==> src/rtl/playback_pkg.sv <==
// Shared types for the playback control stage.
// State encodings are visible on o_state, so they are fixed here.
package playback_pkg;

    localparam int STATE_W = 3;

    typedef enum logic [STATE_W-1:0] {
        S_IDLE   = 3'd0,
        S_PLAY   = 3'd1,
        S_PAUSE  = 3'd2,
        S_DONE   = 3'd3,
        S_REWIND = 3'd4
    } playback_state_t;

endpackage

==> src/rtl/btn_conditioner.sv <==
// Push-button conditioner: 2-FF synchronizer, debounce counter and
// a single-cycle press pulse on the debounced rising edge.
module btn_conditioner #(
    parameter int DEBOUNCE_CYCLES = 1_000_000
) (
    input  logic clk,
    input  logic i_reset,
    input  logic i_btn,
    output logic o_level,
    output logic o_press
);

    localparam int CNT_W = (DEBOUNCE_CYCLES > 1) ? $clog2(DEBOUNCE_CYCLES) : 1;
    localparam logic [CNT_W-1:0] CNT_MAX = CNT_W'(DEBOUNCE_CYCLES - 1);

    logic             sync1_q, sync1_d;
    logic             sync2_q, sync2_d;
    logic             level_q, level_d;
    logic             press_q, press_d;
    logic [CNT_W-1:0] cnt_q, cnt_d;

    always_comb begin
        sync1_d = i_btn;
        sync2_d = sync1_q;
        level_d = level_q;
        press_d = 1'b0;
        cnt_d   = '0;
        // Counter only runs while the synchronized input disagrees.
        if (sync2_q != level_q) begin
            if (cnt_q == CNT_MAX) begin
                level_d = sync2_q;
                press_d = sync2_q;
            end else begin
                cnt_d = cnt_q + 1'b1;
            end
        end
    end

    always_ff @(posedge clk) begin
        if (i_reset) begin
            sync1_q <= 1'b0;
            sync2_q <= 1'b0;
            level_q <= 1'b0;
            press_q <= 1'b0;
            cnt_q   <= '0;
        end else begin
            sync1_q <= sync1_d;
            sync2_q <= sync2_d;
            level_q <= level_d;
            press_q <= press_d;
            cnt_q   <= cnt_d;
        end
    end

    assign o_level = level_q;
    assign o_press = press_q;

endmodule

==> src/rtl/playback_ctrl.sv <==
// Playback state machine driving the BRAM address counter's
// count-enable and clear inputs from three conditioned buttons.
import playback_pkg::*;

module playback_ctrl #(
    parameter int ADDR_WIDTH      = 13,
    parameter int LAST_ADDR       = 2**ADDR_WIDTH - 1,
    parameter int DEBOUNCE_CYCLES = 1_000_000
) (
    input  logic                  clk,
    input  logic                  i_reset,
    input  logic                  i_btn_play,
    input  logic                  i_btn_stop,
    input  logic                  i_btn_rewind,
    input  logic [ADDR_WIDTH-1:0] i_addr,
    output logic                  o_count_go,
    output logic                  o_reset_counter,
    output logic [STATE_W-1:0]    o_state,
    output logic                  o_done
);

    localparam logic [ADDR_WIDTH-1:0] LAST = ADDR_WIDTH'(LAST_ADDR);

    logic [2:0]      btn_level;
    logic            play_p, stop_p, rew_p;
    logic            at_last;
    playback_state_t state_q, state_d;
    logic            done_q, done_d;

    btn_conditioner #(.DEBOUNCE_CYCLES(DEBOUNCE_CYCLES)) u_play (
        .clk     (clk),
        .i_reset (i_reset),
        .i_btn   (i_btn_play),
        .o_level (btn_level[0]),
        .o_press (play_p)
    );

    btn_conditioner #(.DEBOUNCE_CYCLES(DEBOUNCE_CYCLES)) u_stop (
        .clk     (clk),
        .i_reset (i_reset),
        .i_btn   (i_btn_stop),
        .o_level (btn_level[1]),
        .o_press (stop_p)
    );

    btn_conditioner #(.DEBOUNCE_CYCLES(DEBOUNCE_CYCLES)) u_rewind (
        .clk     (clk),
        .i_reset (i_reset),
        .i_btn   (i_btn_rewind),
        .o_level (btn_level[2]),
        .o_press (rew_p)
    );

    assign at_last = (i_addr == LAST);

    always_comb begin
        state_d = state_q;
        unique case (state_q)
            S_IDLE: begin
                if (rew_p)       state_d = S_REWIND;
                else if (play_p) state_d = S_PLAY;
            end
            S_PLAY: begin
                if (rew_p)        state_d = S_REWIND;
                else if (stop_p)  state_d = S_PAUSE;
                else if (at_last) state_d = S_DONE;
            end
            S_PAUSE: begin
                if (rew_p)       state_d = S_REWIND;
                else if (play_p) state_d = S_PLAY;
            end
            S_DONE: begin
                if (rew_p) state_d = S_REWIND;
            end
            S_REWIND: begin
                // Held until the counter shows the clear has landed.
                if (i_addr == '0) state_d = S_IDLE;
            end
            default: state_d = S_IDLE;
        endcase
        done_d = (state_q == S_PLAY) && (state_d == S_DONE);
    end

    always_ff @(posedge clk) begin
        if (i_reset) begin
            state_q <= S_IDLE;
            done_q  <= 1'b0;
        end else begin
            state_q <= state_d;
            done_q  <= done_d;
        end
    end

    assign o_count_go      = (state_q == S_PLAY) && !at_last;
    assign o_reset_counter = (state_q == S_REWIND);
    assign o_state         = state_q;
    assign o_done          = done_q;

endmodule

==> config.mk <==
export PLATFORM = sky130hd
export DESIGN_NAME = playback_ctrl
export DESIGN_NICKNAME = d
export VERILOG_FILES = /design/src/rtl/playback_pkg.sv /design/src/rtl/btn_conditioner.sv /design/src/rtl/playback_ctrl.sv
export SDC_FILE = /design/constraint.sdc
export NUM_CORES = 1
export LEC_CHECK = 0
export CAP_MARGIN = 20
export CELL_PAD_IN_SITES_DETAIL_PLACEMENT = 0
export CELL_PAD_IN_SITES_GLOBAL_PLACEMENT = 1
export CORE_MARGIN = 2
export CORE_UTILIZATION = 44
export DETAILED_ROUTE_END_ITERATION = 16
export GPL_ROUTABILITY_DRIVEN = 1
export PLACE_DENSITY = 0.9
export SETUP_SLACK_MARGIN = 0.15
export SYNTH_ARGS = -nofsm -noshare
export SYNTH_HDL_FRONTEND = slang
export SYNTH_SLANG_ARGS = --single-unit
==> constraint.sdc <==
create_clock -name clk -period 2.25 [get_ports clk]
set_input_delay 0.225 -clock clk [delete_from_list [all_inputs] [get_ports clk]]
set_output_delay 0.225 -clock clk [all_outputs]
set_load 0.1 [all_outputs]
======== Yosys cells after proc, flatten, opt, wreduce, memory -nomap -nowiden ========
Index checks and enable logic that the tools add are counted.
storage, ports and cells
  flip-flop bits (word level) ............. 76
  input bits .............................. 18
  output and inout bits ................... 6
  word-level logic and storage cells ...... 61
cells by class
  add/subtract/negate cells ............... 3
  equal/unequal tests ..................... 12
  mux-type cells .......................... 8
  bitwise operators ....................... 6
  reduce and logical (&&, ||, !) cells .... 15
operators by type and width
  operator               count
  $add 20x1->20 const B  3
  $eq 20x20->1 const B   3
  $mux 3                 7
  $reduce_or 3->1        6
  $eq 13x13->1 const B   1
  $logic_not 13->1       1
  $pmux 3 s4             1
  $eq 3x2->1 const B     3
  $not 1->1              6
  $reduce_and 2->1       3
  $eq 3x1->1 const B     1
  $eq 3x3->1 const B     1
  $logic_not 3->1        1
  $ne 1x1->1             3
  $logic_and 1x1->1      2
  $reduce_or 2->1        1
  $logic_not 1->1        1

======== Logic depth before layout (Yosys ltp) ========
  depth in word-level cells ............... 7
  gate-level depth with buffers ........... 6
  gate-level depth less buffers ........... 5

======== Hierarchy ========
From an unflattened synthesis, not the netlist that was laid out.
second synthesis, totals
  cell total of the unflattened synthesis .. 382
  area total of the unflattened synthesis .. 3438.3 um^2
modules (own cells, without submodules)
  module           instances  cells each  area each (um^2)  seq. area each (um^2)
  btn_conditioner  3          118         1066.0            480.5
  playback_ctrl    1          28          240.2             80.1

======== Worst setup path after synthesis ========
No wires, ideal clock.
  kind .................................... reg-to-reg
  start ................................... reg state_q[2] (netlist: o_state[2])
  end ..................................... reg state_q[2] (netlist: o_state[2])
  library setup time ...................... 0.075 ns
  data arrival time ....................... 3.639 ns
  required time ........................... 2.175 ns
  slack ................................... -1.464 ns
  cell stages (with the launch flop) ...... 4
  buffers on the path ..................... 0
  clock period less this slack ............ 3.714 ns
  path through ............................ dfxtp_1 > nor3b_1 > a21oi_1 > nor2_1
between the ends
  elaborated cells on any way between the ends .. 14
  classes of those cells .................. 4 x eq/ne; 8 x mux; 2 x reduce/logical
RTL lines
  item                       RTL line             text
  start: declaration         playback_ctrl.sv:27  playback_state_t state_q, state_d;
  start signal: assignment   playback_ctrl.sv:89  state_q <= state_d;
  $eq 3x3->1                 --
  named net o_reset_counter  playback_ctrl.sv:17  output logic o_reset_counter,
  $pmux 3 s4                 playback_ctrl.sv:58  unique case (state_q)
The timed path passes the listed nets, and every way through them passes these cells.
A chain may end at the register's enable or synchronous reset.

======== Worst setup path in the final report ========
  start ................................... reg u_stop.cnt_q[7]
  end ..................................... reg u_stop.cnt_q[19]
between the ends
  cells in the longest elaborated chain, start to end .. 2
  elaborated cells on any way between the ends .. 3
  classes of those cells .................. 1 x add/sub; 1 x eq/ne; 1 x reduce/logical
ends and longest elaborated chain
  item                                                                   RTL line               text
  start: declaration                                                     btn_conditioner.sv:20  logic [CNT_W-1:0] cnt_q, cnt_d;
  start signal: assignment                                               btn_conditioner.sv:51  cnt_q <= cnt_d;
  parallel branches: the longest is 2 deep, another holds $add 20x1->20  --
Parallel ways; which one is timed is not known.

==> flow_metrics.env <==
export IMPL_first_iter_violations=93
export IMPL_synth_most_common_cell="dfxtp_1"
export IMPL_worstHoldPathCells=1
export IMPL_hold_end="u_rewind.sync2_q"
export IMPL_grtUsageMet2_pct=27.0
export IMPL_floorplan_initialDensity_pct=45.8
export IMPL_final_cell_area_um2=3960
export IMPL_syn2layout_area_growth_pct=18.5
export IMPL_cp_start_kind="flip-flop"
export IMPL_clock_skew_final_ps=11.6
export IMPL_grt_met3_usage_pct=4.56
export IMPL_io_pins=24
export IMPL_synthCells=381
export IMPL_seq_area_frac_synth_pct=45.5
export IMPL_hpwl_um=4600
export IMPL_top_usage_layer="met2"
export IMPL_synthArstFlopShare_pct=0
export IMPL_die_x_um=91.1
export IMPL_drt_pass1_iterations=4
export IMPL_clk_pin_slew_ps=90
export IMPL_vdd_drop_max_v=0.000288
export IMPL_dr_total_vias=2791
export IMPL_hold_buffers=0
export IMPL_wl_um=6430
export IMPL_worstMarginPinSlew_ps=460
export IMPL_synth_top_area_share_pct=45.5
export IMPL_yosys_register_bits=76
export IMPL_ff2ff_setup_slack_ps=320
export IMPL_power_density_nw_per_um2=657
export IMPL_cts_root_buf="clkbuf_8"
export IMPL_crit_type="reg -> reg"
export IMPL_placedInstanceArea_um2=3730
export IMPL_end_kind="flip-flop"
export IMPL_maxSlewViolCount=0
export IMPL_grt_pass1_vias=2660
export IMPL_numPortBuffers=23
export IMPL_cts_buffer_depth=2
export IMPL_clk_latency_ps=350
export IMPL_max_stage_delay_ps=670
export IMPL_synth_net_count=402
export IMPL_nNetsFinal=432
export IMPL_drc_errors=0
export IMPL_core_area_um2=7290
export IMPL_holdCritPathClass="reg -> reg"
export IMPL_synth_ff_type="dfxtp_1"
export IMPL_synth_top_cells_by_area="dfxtp_1, xor2_1, nor2_1"
export IMPL_cp_max_fo=7
export IMPL_cpMostUsedCell="or4_1"
export IMPL_worstReg2RegStart="u_stop.cnt_q[7]"
export IMPL_globalRouteOverflowTotal=0
export IMPL_rows=31
export IMPL_vias_per_cell=5.42
export IMPL_r2r_worst_path_cells=4
export IMPL_yosysTopAreaCell="dfxtp_1"
export IMPL_cp_required_ps=2530
export IMPL_detail_route_antenna_nets=0
export IMPL_fin_crit_sh_pct=85.6
export IMPL_cts_setup_buffers=0
export IMPL_r2r_end="u_stop.cnt_q[19]"
export IMPL_antenna_found_initial=0
export IMPL_post_place_ws_ps=367
export IMPL_grt_pass1_wl_um=11500
export IMPL_cap_violations=0
export IMPL_critical_path_slowest_cell="or4_1"
export IMPL_grt_met1_usage_pct=21.2
export IMPL_place_gp_congestion=0.820
export IMPL_htreeDepth=3
export IMPL_arrival_ps=2210
export IMPL_worstHoldStart="u_rewind.sync1_q"
export IMPL_run_status="finished, final reports clean"
export IMPL_drive_gt1_share_pct=9.86
export IMPL_crit_chain="nand4_2, or4_1, or4_1, a21oi_1"
export IMPL_rsz0062_at_grt="false"
export IMPL_die_area_um2=8310
export IMPL_fmax_mhz=519
export IMPL_cts_sinks=76
export IMPL_wl_per_cell_um=12.5
export IMPL_hold_viol=0
export IMPL_antenna_cells=0
export IMPL_grt_max_degree=20
export IMPL_setup_viol=0
export IMPL_cts_made_buffers=9
export IMPL_die_h_um=91.1
export IMPL_relSlewSlack_pct=69.2
export IMPL_tritoncts="done"
export IMPL_yosys_cell_types_count=38
export IMPL_fin_crit_ps=1930
export IMPL_synthTopCellsByCount="dfxtp_1, nor2_1, xor2_1"
export IMPL_ctsResizeCount=0
export IMPL_tns_ps=0
export IMPL_multiInputGateArea_um2=1750
export IMPL_synth_warnings=0
export IMPL_seqCellArea_um2=1520
export IMPL_avgSynthCellArea_um2=8.77
export IMPL_synth_area_um2=3340
export IMPL_nFillCells=703
export IMPL_fin_ws_ps=323
export IMPL_gr_usage_all_layers_pct=16.7
export IMPL_leakagePower_uw=0.00127
export IMPL_synth_edf_count=0
==> where the power goes <==
group	total (uW)	internal (uW)	switching, uW
Sequential	1350	1350	3.57
Clock	1180	644	537
Combinational	63.6	37.3	26.3
Total	2600	2030	567
==> through the flow <==
stage / power (uW) / hold WS, ps / instances / util (%)
finish: 2600 / 439 / 515 / 54.3
CTS: 2620 / 447 / 515 / 54.3
global route: 2690 / 462 / 515 / 54.3
detailed placement: 1450 / 430 / 499 / 51.1
floorplan: 1410 / 353 / 381 / -
global placement: 1450 / 419 / 499 / 51.1
==> state kept, by name (all words and copies together) (netlist names), 3 cells and up <==
register / count
u_rewind.cnt_q: 20
u_stop.cnt_q: 20
o_state: 3
u_play.cnt_q: 20
==> worst max-delay path, delay by kind of cell, from the launching register on <==
| kind | cells | cell delay [ps] |
|---|---|---|
| compound gates | 1 | 140 |
| simple gates | 3 | 1280 |
| flops | 1 | 440 |
==> metal layers <==
metal  vias to the layer above  routed length, um  share of wire (%)
met5                         -                  0                  0
met3                        15                238                3.7
met1                      1294               3160                 49
met2                        48               2920                 45
met4                         0                114                1.8
li1                       1434                  -                  -
==> cell type report <==
cell class,instances,share of cell area (%)
multi-input cells,283,44.3
flip-flops and latches,76,38.5
repair buffers,31,7.27
clock buffers,9,3.13
well taps,99,3.13
clock inverters,7,2.69
inverters,10,0.948
==> logic make-up after synthesis <==
kind of cell    count (synthesis)  share of synthesized area [%]
compound gates                 47                           8.05
xor+xnor                       40                           10.5
fa+ha+maj                       3                           1.12
buf+inv                        22                           2.62
flops                          76                           45.5
simple gates                  193                           32.2
==> cell usage in the layout (no fill, tap or decap), types with 2 or more instances in the layout <==
cell,count
dfxtp_1,74
nor2_1,48
xor2_1,27
nand4_1,23
a21oi_1,21
nand2_1,19
nand3_1,19
clkdlybuf4s50_1,17
xnor2_1,13
or3_1,13
buf_4,13
o21ai_0,12
inv_1,10
or4_1,10
clkbuf_8,9
nor4_1,8
o31ai_1,8
nor2b_1,8
and4_1,7
and3_1,7
and2_1,6
nor3_1,6
o21ai_1,3
nor4b_1,3
ha_1,3
nand2b_1,2
nor3b_1,2
or4_2,2
clkinv_4,2
inv_6,2
bufinv_16,2
dfxtp_2,2
==> how the worst max path moves through the flow <==
stage,slack (ps),startpoint,to
after floorplan,210,o_state[1],o_count_go
after global placement,400,u_stop.cnt_q[7],u_stop.cnt_q[19]
after detailed placement,370,u_stop.cnt_q[7],u_stop.cnt_q[19]
after CTS,330,u_stop.cnt_q[7],u_stop.cnt_q[19]
final,320,u_stop.cnt_q[7],u_stop.cnt_q[19]
after global routing,180,u_play.cnt_q[6],u_play.cnt_q[19]
(Power assumes the default switching activity.)
